## config.mk

```make
export PLATFORM = sky130hd
export DESIGN_NAME = dmem_responder
export DESIGN_NICKNAME = d
export VERILOG_FILES = /design/src/rtl/dmem_responder.sv
export SDC_FILE = /design/constraint.sdc
export NUM_CORES = 2
export LEC_CHECK = 0
export BUFFER_PORTS_ARGS = -buffer_cell sky130_fd_sc_hd__buf_2
export CELL_PAD_IN_SITES_DETAIL_PLACEMENT = 1
export CELL_PAD_IN_SITES_GLOBAL_PLACEMENT = 1
export CORE_MARGIN = 4
export CORE_UTILIZATION = 45
export CTS_CLUSTER_DIAMETER = 30
export DETAILED_ROUTE_END_ITERATION = 12
export PLACE_DENSITY = 0.69
export SLEW_MARGIN = 5
export SYNTH_ARGS = -nofsm -noshare
export SYNTH_HDL_FRONTEND = slang
export SYNTH_SLANG_ARGS = --single-unit
```

## constraint.sdc

```tcl
create_clock -name clk -period 3.2 [get_ports clk]
set_input_delay 0.32 -clock clk [delete_from_list [all_inputs] [get_ports clk]]
set_output_delay 0.32 -clock clk [all_outputs]
set_load 0.1 [all_outputs]
```

## src/rtl/dmem_responder.sv

```systemverilog
// dmem_responder: data-memory responder for a CPU test harness.
// - 64x32 RAM at byte addresses 0..255 (word index DataAdr[7:2]).
// - Verdict FSM (RUN/PASS/FAIL) driven by stores to 96 and 100.
// - Cycle and store counters, both saturating.
// - Optional 4-entry store trace FIFO, built only when DMEM_TRACE_EN is defined;
//   without it the trace outputs are tied low and TraceReady is ignored.
module dmem_responder (
  input  logic        clk,
  input  logic        reset,
  input  logic        MemWrite,
  input  logic [31:0] DataAdr,
  input  logic [31:0] WriteData,
  output logic [31:0] ReadData,
  output logic        Done,
  output logic        Pass,
  output logic [31:0] CycleCount,
  output logic [15:0] WriteCount,
  output logic        TraceValid,
  input  logic        TraceReady,
  output logic [31:0] TraceAdr,
  output logic [31:0] TraceData,
  output logic        TraceOvf
);

  typedef enum logic [1:0] {
    ST_RUN  = 2'd0,
    ST_PASS = 2'd1,
    ST_FAIL = 2'd2
  } state_e;

  localparam logic [31:0] ADR_PROGRESS = 32'd96;
  localparam logic [31:0] ADR_VERDICT  = 32'd100;
  localparam logic [31:0] PASS_VALUE   = 32'd7;

  // Only the first 256 bytes are backed by RAM.
  logic       in_range;
  logic [5:0] word_idx;

  assign in_range = (DataAdr[31:8] == 24'd0);
  assign word_idx = DataAdr[7:2];

  // ---------------------------------------------------------------------------
  // RAM
  // ---------------------------------------------------------------------------
  logic [31:0] ram_mem [64];

  // Store port: a store coincident with reset is suppressed.
  // NOTE: RAM contents are deliberately not reset; reset must leave prior data readable.
  always_ff @(posedge clk) begin
    if (!reset && MemWrite && in_range) begin
      ram_mem[word_idx] <= WriteData;
    end
  end

  // Combinational read port; out-of-range addresses read as zero.
  assign ReadData = in_range ? ram_mem[word_idx] : 32'd0;

  // ---------------------------------------------------------------------------
  // Verdict FSM and counters
  // ---------------------------------------------------------------------------
  state_e      state_q,     state_d;
  logic        done_q,      done_d;
  logic        pass_q,      pass_d;
  logic [31:0] cycle_cnt_q, cycle_cnt_d;
  logic [15:0] write_cnt_q, write_cnt_d;

  // Next-state and counter update: the verdict is decided by the first store
  // that is not a progress write to 96.
  always_comb begin
    // NOTE: every signal gets a default first so no path leaves it unassigned (no latch).
    state_d     = state_q;
    cycle_cnt_d = cycle_cnt_q;
    write_cnt_d = write_cnt_q;

    if (state_q == ST_RUN) begin
      if (cycle_cnt_q != 32'hFFFF_FFFF) cycle_cnt_d = cycle_cnt_q + 32'd1;
      if (MemWrite) begin
        if (DataAdr == ADR_VERDICT) begin
          state_d = (WriteData == PASS_VALUE) ? ST_PASS : ST_FAIL;
        end else if (DataAdr != ADR_PROGRESS) begin
          state_d = ST_FAIL;
        end
      end
    end

    if (MemWrite && (write_cnt_q != 16'hFFFF)) write_cnt_d = write_cnt_q + 16'd1;

    // Verdict outputs are registered from the next state so they rise the
    // cycle after the deciding store.
    done_d = (state_d != ST_RUN);
    pass_d = (state_d == ST_PASS);
  end

  // State, verdict and counter registers with synchronous reset.
  always_ff @(posedge clk) begin
    // NOTE: sequential state uses non-blocking assignments so every flop samples pre-edge values.
    if (reset) begin
      state_q     <= ST_RUN;
      done_q      <= 1'b0;
      pass_q      <= 1'b0;
      cycle_cnt_q <= 32'd0;
      write_cnt_q <= 16'd0;
    end else begin
      state_q     <= state_d;
      done_q      <= done_d;
      pass_q      <= pass_d;
      cycle_cnt_q <= cycle_cnt_d;
      write_cnt_q <= write_cnt_d;
    end
  end

  assign Done       = done_q;
  assign Pass       = pass_q;
  assign CycleCount = cycle_cnt_q;
  assign WriteCount = write_cnt_q;

  // ---------------------------------------------------------------------------
  // Trace FIFO
  // ---------------------------------------------------------------------------
`ifdef DMEM_TRACE_EN
  logic [31:0] fifo_adr  [4];
  logic [31:0] fifo_data [4];

  logic [1:0] wr_ptr_q, wr_ptr_d;
  logic [1:0] rd_ptr_q, rd_ptr_d;
  logic [2:0] count_q,  count_d;
  logic       ovf_q,    ovf_d;

  logic trace_push;
  logic trace_pop;
  logic trace_full;
  logic push_ok;

  assign trace_full = (count_q == 3'd4);
  assign trace_pop  = (count_q != 3'd0) && TraceReady;
  assign trace_push = MemWrite && (state_q == ST_RUN);
  // A full FIFO still accepts a push when the head leaves in the same cycle.
  assign push_ok    = trace_push && (!trace_full || trace_pop);

  // Pointer, occupancy and overflow update.
  always_comb begin
    wr_ptr_d = wr_ptr_q;
    rd_ptr_d = rd_ptr_q;
    count_d  = count_q;
    ovf_d    = ovf_q;

    if (push_ok)   wr_ptr_d = wr_ptr_q + 2'd1;
    if (trace_pop) rd_ptr_d = rd_ptr_q + 2'd1;
    if (push_ok && !trace_pop)      count_d = count_q + 3'd1;
    else if (!push_ok && trace_pop) count_d = count_q - 3'd1;
    if (trace_push && !push_ok)     ovf_d   = 1'b1;
  end

  // FIFO control registers; reset empties the FIFO and clears the sticky flag.
  always_ff @(posedge clk) begin
    if (reset) begin
      wr_ptr_q <= 2'd0;
      rd_ptr_q <= 2'd0;
      count_q  <= 3'd0;
      ovf_q    <= 1'b0;
    end else begin
      wr_ptr_q <= wr_ptr_d;
      rd_ptr_q <= rd_ptr_d;
      count_q  <= count_d;
      ovf_q    <= ovf_d;
    end
  end

  // FIFO storage write; entries are qualified by count_q so no reset is needed.
  always_ff @(posedge clk) begin
    if (!reset && push_ok) begin
      fifo_adr[wr_ptr_q]  <= DataAdr;
      fifo_data[wr_ptr_q] <= WriteData;
    end
  end

  assign TraceValid = (count_q != 3'd0);
  assign TraceAdr   = fifo_adr[rd_ptr_q];
  assign TraceData  = fifo_data[rd_ptr_q];
  assign TraceOvf   = ovf_q;
`else
  // Trace disabled: outputs tied low, TraceReady intentionally unused.
  logic trace_ready_unused;

  assign trace_ready_unused = TraceReady;
  assign TraceValid         = 1'b0;
  assign TraceAdr           = 32'd0;
  assign TraceData          = 32'd0;
  assign TraceOvf           = 1'b0;
`endif

endmodule

```

==> impl_metrics.py <==
metrics = {
    "cts": {
        "clk_pin_slew_ns": 0.05,
        "cts_buffers": 400,
        "clock_path_buffers": 4,
        "cts_setup_buffers": 0,
        "cts-htree-levels": 5,
        "clk_latency_ns": 0.91,
        "cts_tree": "yes",
        "cts_root_buf": "clkbuf_16",
        "cts_sinks": 2100,
    },
    "timing": {
        "final_max_slew_viol_count": 0,
        "grt_setup_unrepaired": "true",
        "fin_crit_sh_pct": 110,
        "period_needed_ns": 3.53,
        "max_freq_mhz": 283,
        "whs_ns": 0.0489,
        "max_slew_margin_pct": 43.6,
        "finalHoldViolations": 0,
        "tightest_slew_ns": 0.840,
        "setup_ws_ns": -0.332,
        "fin_worst_skew_ns": 0.0313,
        "setup_viol": 21,
        "fin_setup_tns_ns": -1.86,
    },
    "placed_design": {
        "place.detailed.hpwl_um": 135000,
        "dpl_cell_area_um2": 88200,
        "pre_cts_ws_ns": -0.0863,
        "place_congestion": 0.800,
        "port_buffers": 148,
        "dp.cells": 6446,
    },
    "die": {
        "num_rows": 155,
        "start_util_pct": 45.3,
        "core_region_area_um2": 179000,
        "dieWidth_um": 432,
        "die_h_um": 432,
        "io_pins": 216,
        "dieArea_um2": 187000,
    },
    "setup_path": {
        "cp_slowest_cell": "mux4_2",
        "critPathLaunchType": "flop",
        "arrival_ns": 3.21,
        "r2r_cells": 7,
        "crit_chain": "mux4_2 -> a22oi_2 -> nand4_1 -> nor3_4 -> nor2_4 -> buf_12",
        "worstPathMaxFanout": 1,
        "cp_slowest_stage_delay_ns": 0.50,
        "worstPathRequired_ns": 2.88,
        "worstSetupPathType": "reg2out",
        "cp-end-kind": "primary output",
    },
    "layout": {
        "layout.nets": 4566,
        "utilization_pct": 57.4,
        "final_common_cell": "edfxtp_1",
        "fin_cells": 7169,
        "layout_common_cells": "2048 x edfxtp_1, 450 x mux4_2, 408 x clkbuf_16",
        "drive_gt1_share_pct": 37.3,
        "fillerInstances": 15100,
        "synthToLayoutAreaGrowth_pct": 26.7,
        "stdcell_area_um2": 103000,
    },
    "worst_hold_path": {
        "hold_path.class": "in2reg",
        "min_path_cells": 2,
    },
    "grt": {
        "grt_max_degree": 65,
        "antenna_found_initial": 6,
        "grt_first_pass_wirelength_um": 354000,
        "overflow": 0,
        "grt_usage_pct": 26.8,
        "grt_pass1_vias": 47400,
    },
    "power": {
        "power.total_mw": 76.0,
        "peakVddDrop_mv": 0.569,
        "p_leak_nw": 33.9,
        "power_density_nw_per_um2": 740,
    },
    "detailed_routing": {
        "wl_per_cell_um": 34.9,
        "drc": 0,
        "routed_wl_um": 250000,
        "drt-initial-drc-count": 5572,
        "wl_met1_um": 94700,
        "routed-wl-met2_um": 123000,
        "routed.top_layer": "met5",
        "wl_met3_um": 21500,
        "ant_nets": 0,
        "vias_per_cell": 6.26,
        "vias": 44900,
        "drtPass1Iterations": 5,
    },
    "synth": {
        "syn_area_um2": 81100,
        "synth_cell_types": 66,
        "synth-edff-count": 2048,
        "ys_ff_latch": 2100,
        "synth.avg_cell_area_um2": 21.3,
        "async_flop_share_pct": 0,
        "yosys_warnings": 0,
        "netlist_instances": 3798,
        "ys_seq_area_share_pct": 77.2,
        "netlist_top_cells_area": "edfxtp_1 76%, mux4_2 13%, mux2i_1 2.0%",
        "synth_top_area_cell": "edfxtp_1",
        "yosys.area.top_type_share_pct": 75.9,
        "synthFlopType": "edfxtp_1",
    },
    "outcome": {
        "violations": "negative setup slack",
        "status": "finished with violations",
    },
    "job": {
        "drv_cap": 0,
    },
}
## final timing paths
kind / startpoint / endpoint / slack (ns)
min: WriteData[29] / ram_mem[51][29] / 0.05
max: ram_mem[63][31] / ReadData[31] / -0.33
min reg2reg: CycleCount[30] / CycleCount[30] / 0.51
max reg2reg: CycleCount[0] / CycleCount[6] / 0.77
## cell families after synthesis
logic type      Yosys count  synth area share, %
flops                  2100                 77.2
mux                     646                 15.0
simple gates            382                 2.49
compound gates          369                 3.24
buf+inv                 287                 1.97
xor+xnor                 11                0.119
fa+ha+maj                 2               0.0309
other cells               1              0.00463
## repair_timing
item	in CTS	in global routing
hold endpoints to repair	66	0
pin swaps	51	40
hold buffers	8	0
resized for setup	150	30
endpoints found under the setup margin	32	32
## routing by layer
metal / vias up / track usage [%]
li1: 17500 / -
met1: 24200 / 35.1
met2: 2696 / 43.7
met3: 500 / 5.52
met4: 2 / 11.6
met5: - / 0
## power breakdown
part / total [mW] / leakage (nW) / internal [mW] / switching (mW)
combinational: 3.06 / 8.51 / 1.04 / 2.02
sequential: 30.2 / 18.8 / 30.2 / 0.00947
clock: 42.7 / 6.56 / 28.6 / 14.1
## state kept, by name (all words and copies together), names as in the netlist
name	count
ram_mem	2048
state_q	2
CycleCount	32
Pass	1
WriteCount	16
Done	1
## cells in the mapped netlist (9+ instances only)
cell / number
mux2_2: 36
clkbuf_1: 105
mux4_2: 450
and3_1: 9
dfxtp_1: 52
o31a_1: 11
buf_2: 59
nor3_1: 28
nand3_1: 22
a22o_1: 11
mux2i_1: 159
o211ai_1: 20
o21ai_0: 18
nor2_1: 117
nor3b_1: 10
buf_1: 14
edfxtp_1: 2048
xor2_1: 10
buf_6: 16
nor4_1: 23
nand2_1: 52
a22oi_1: 153
o22ai_1: 42
or3_1: 18
a21oi_1: 51
nand4_1: 46
buf_4: 86
o221ai_1: 24
## worst max-delay path, delay by kind of cell, from the launching register on
kind | cells | cell delay (ns)
buffers and inverters | 1 | 0.21
and+or+nand+nor | 3 | 1.00
AOI/OAI and AO/OA | 1 | 0.21
muxes | 1 | 0.50
DFF | 1 | 0.35
## final cells by class
cell class	instances	area, µm²	area share (%)
clock inverter	263	3260	3.17
timing repair buffer	511	5260	5.12
sequential	2100	62500	60.9
inverter	7	28.8	0.0280
antenna	5	12.5	0.0122
tap	2355	2950	2.87
clock buffer	452	10400	10.1
multi-input combinational	1476	18300	17.8
Note: power is estimated with default switching activity, not from simulation.
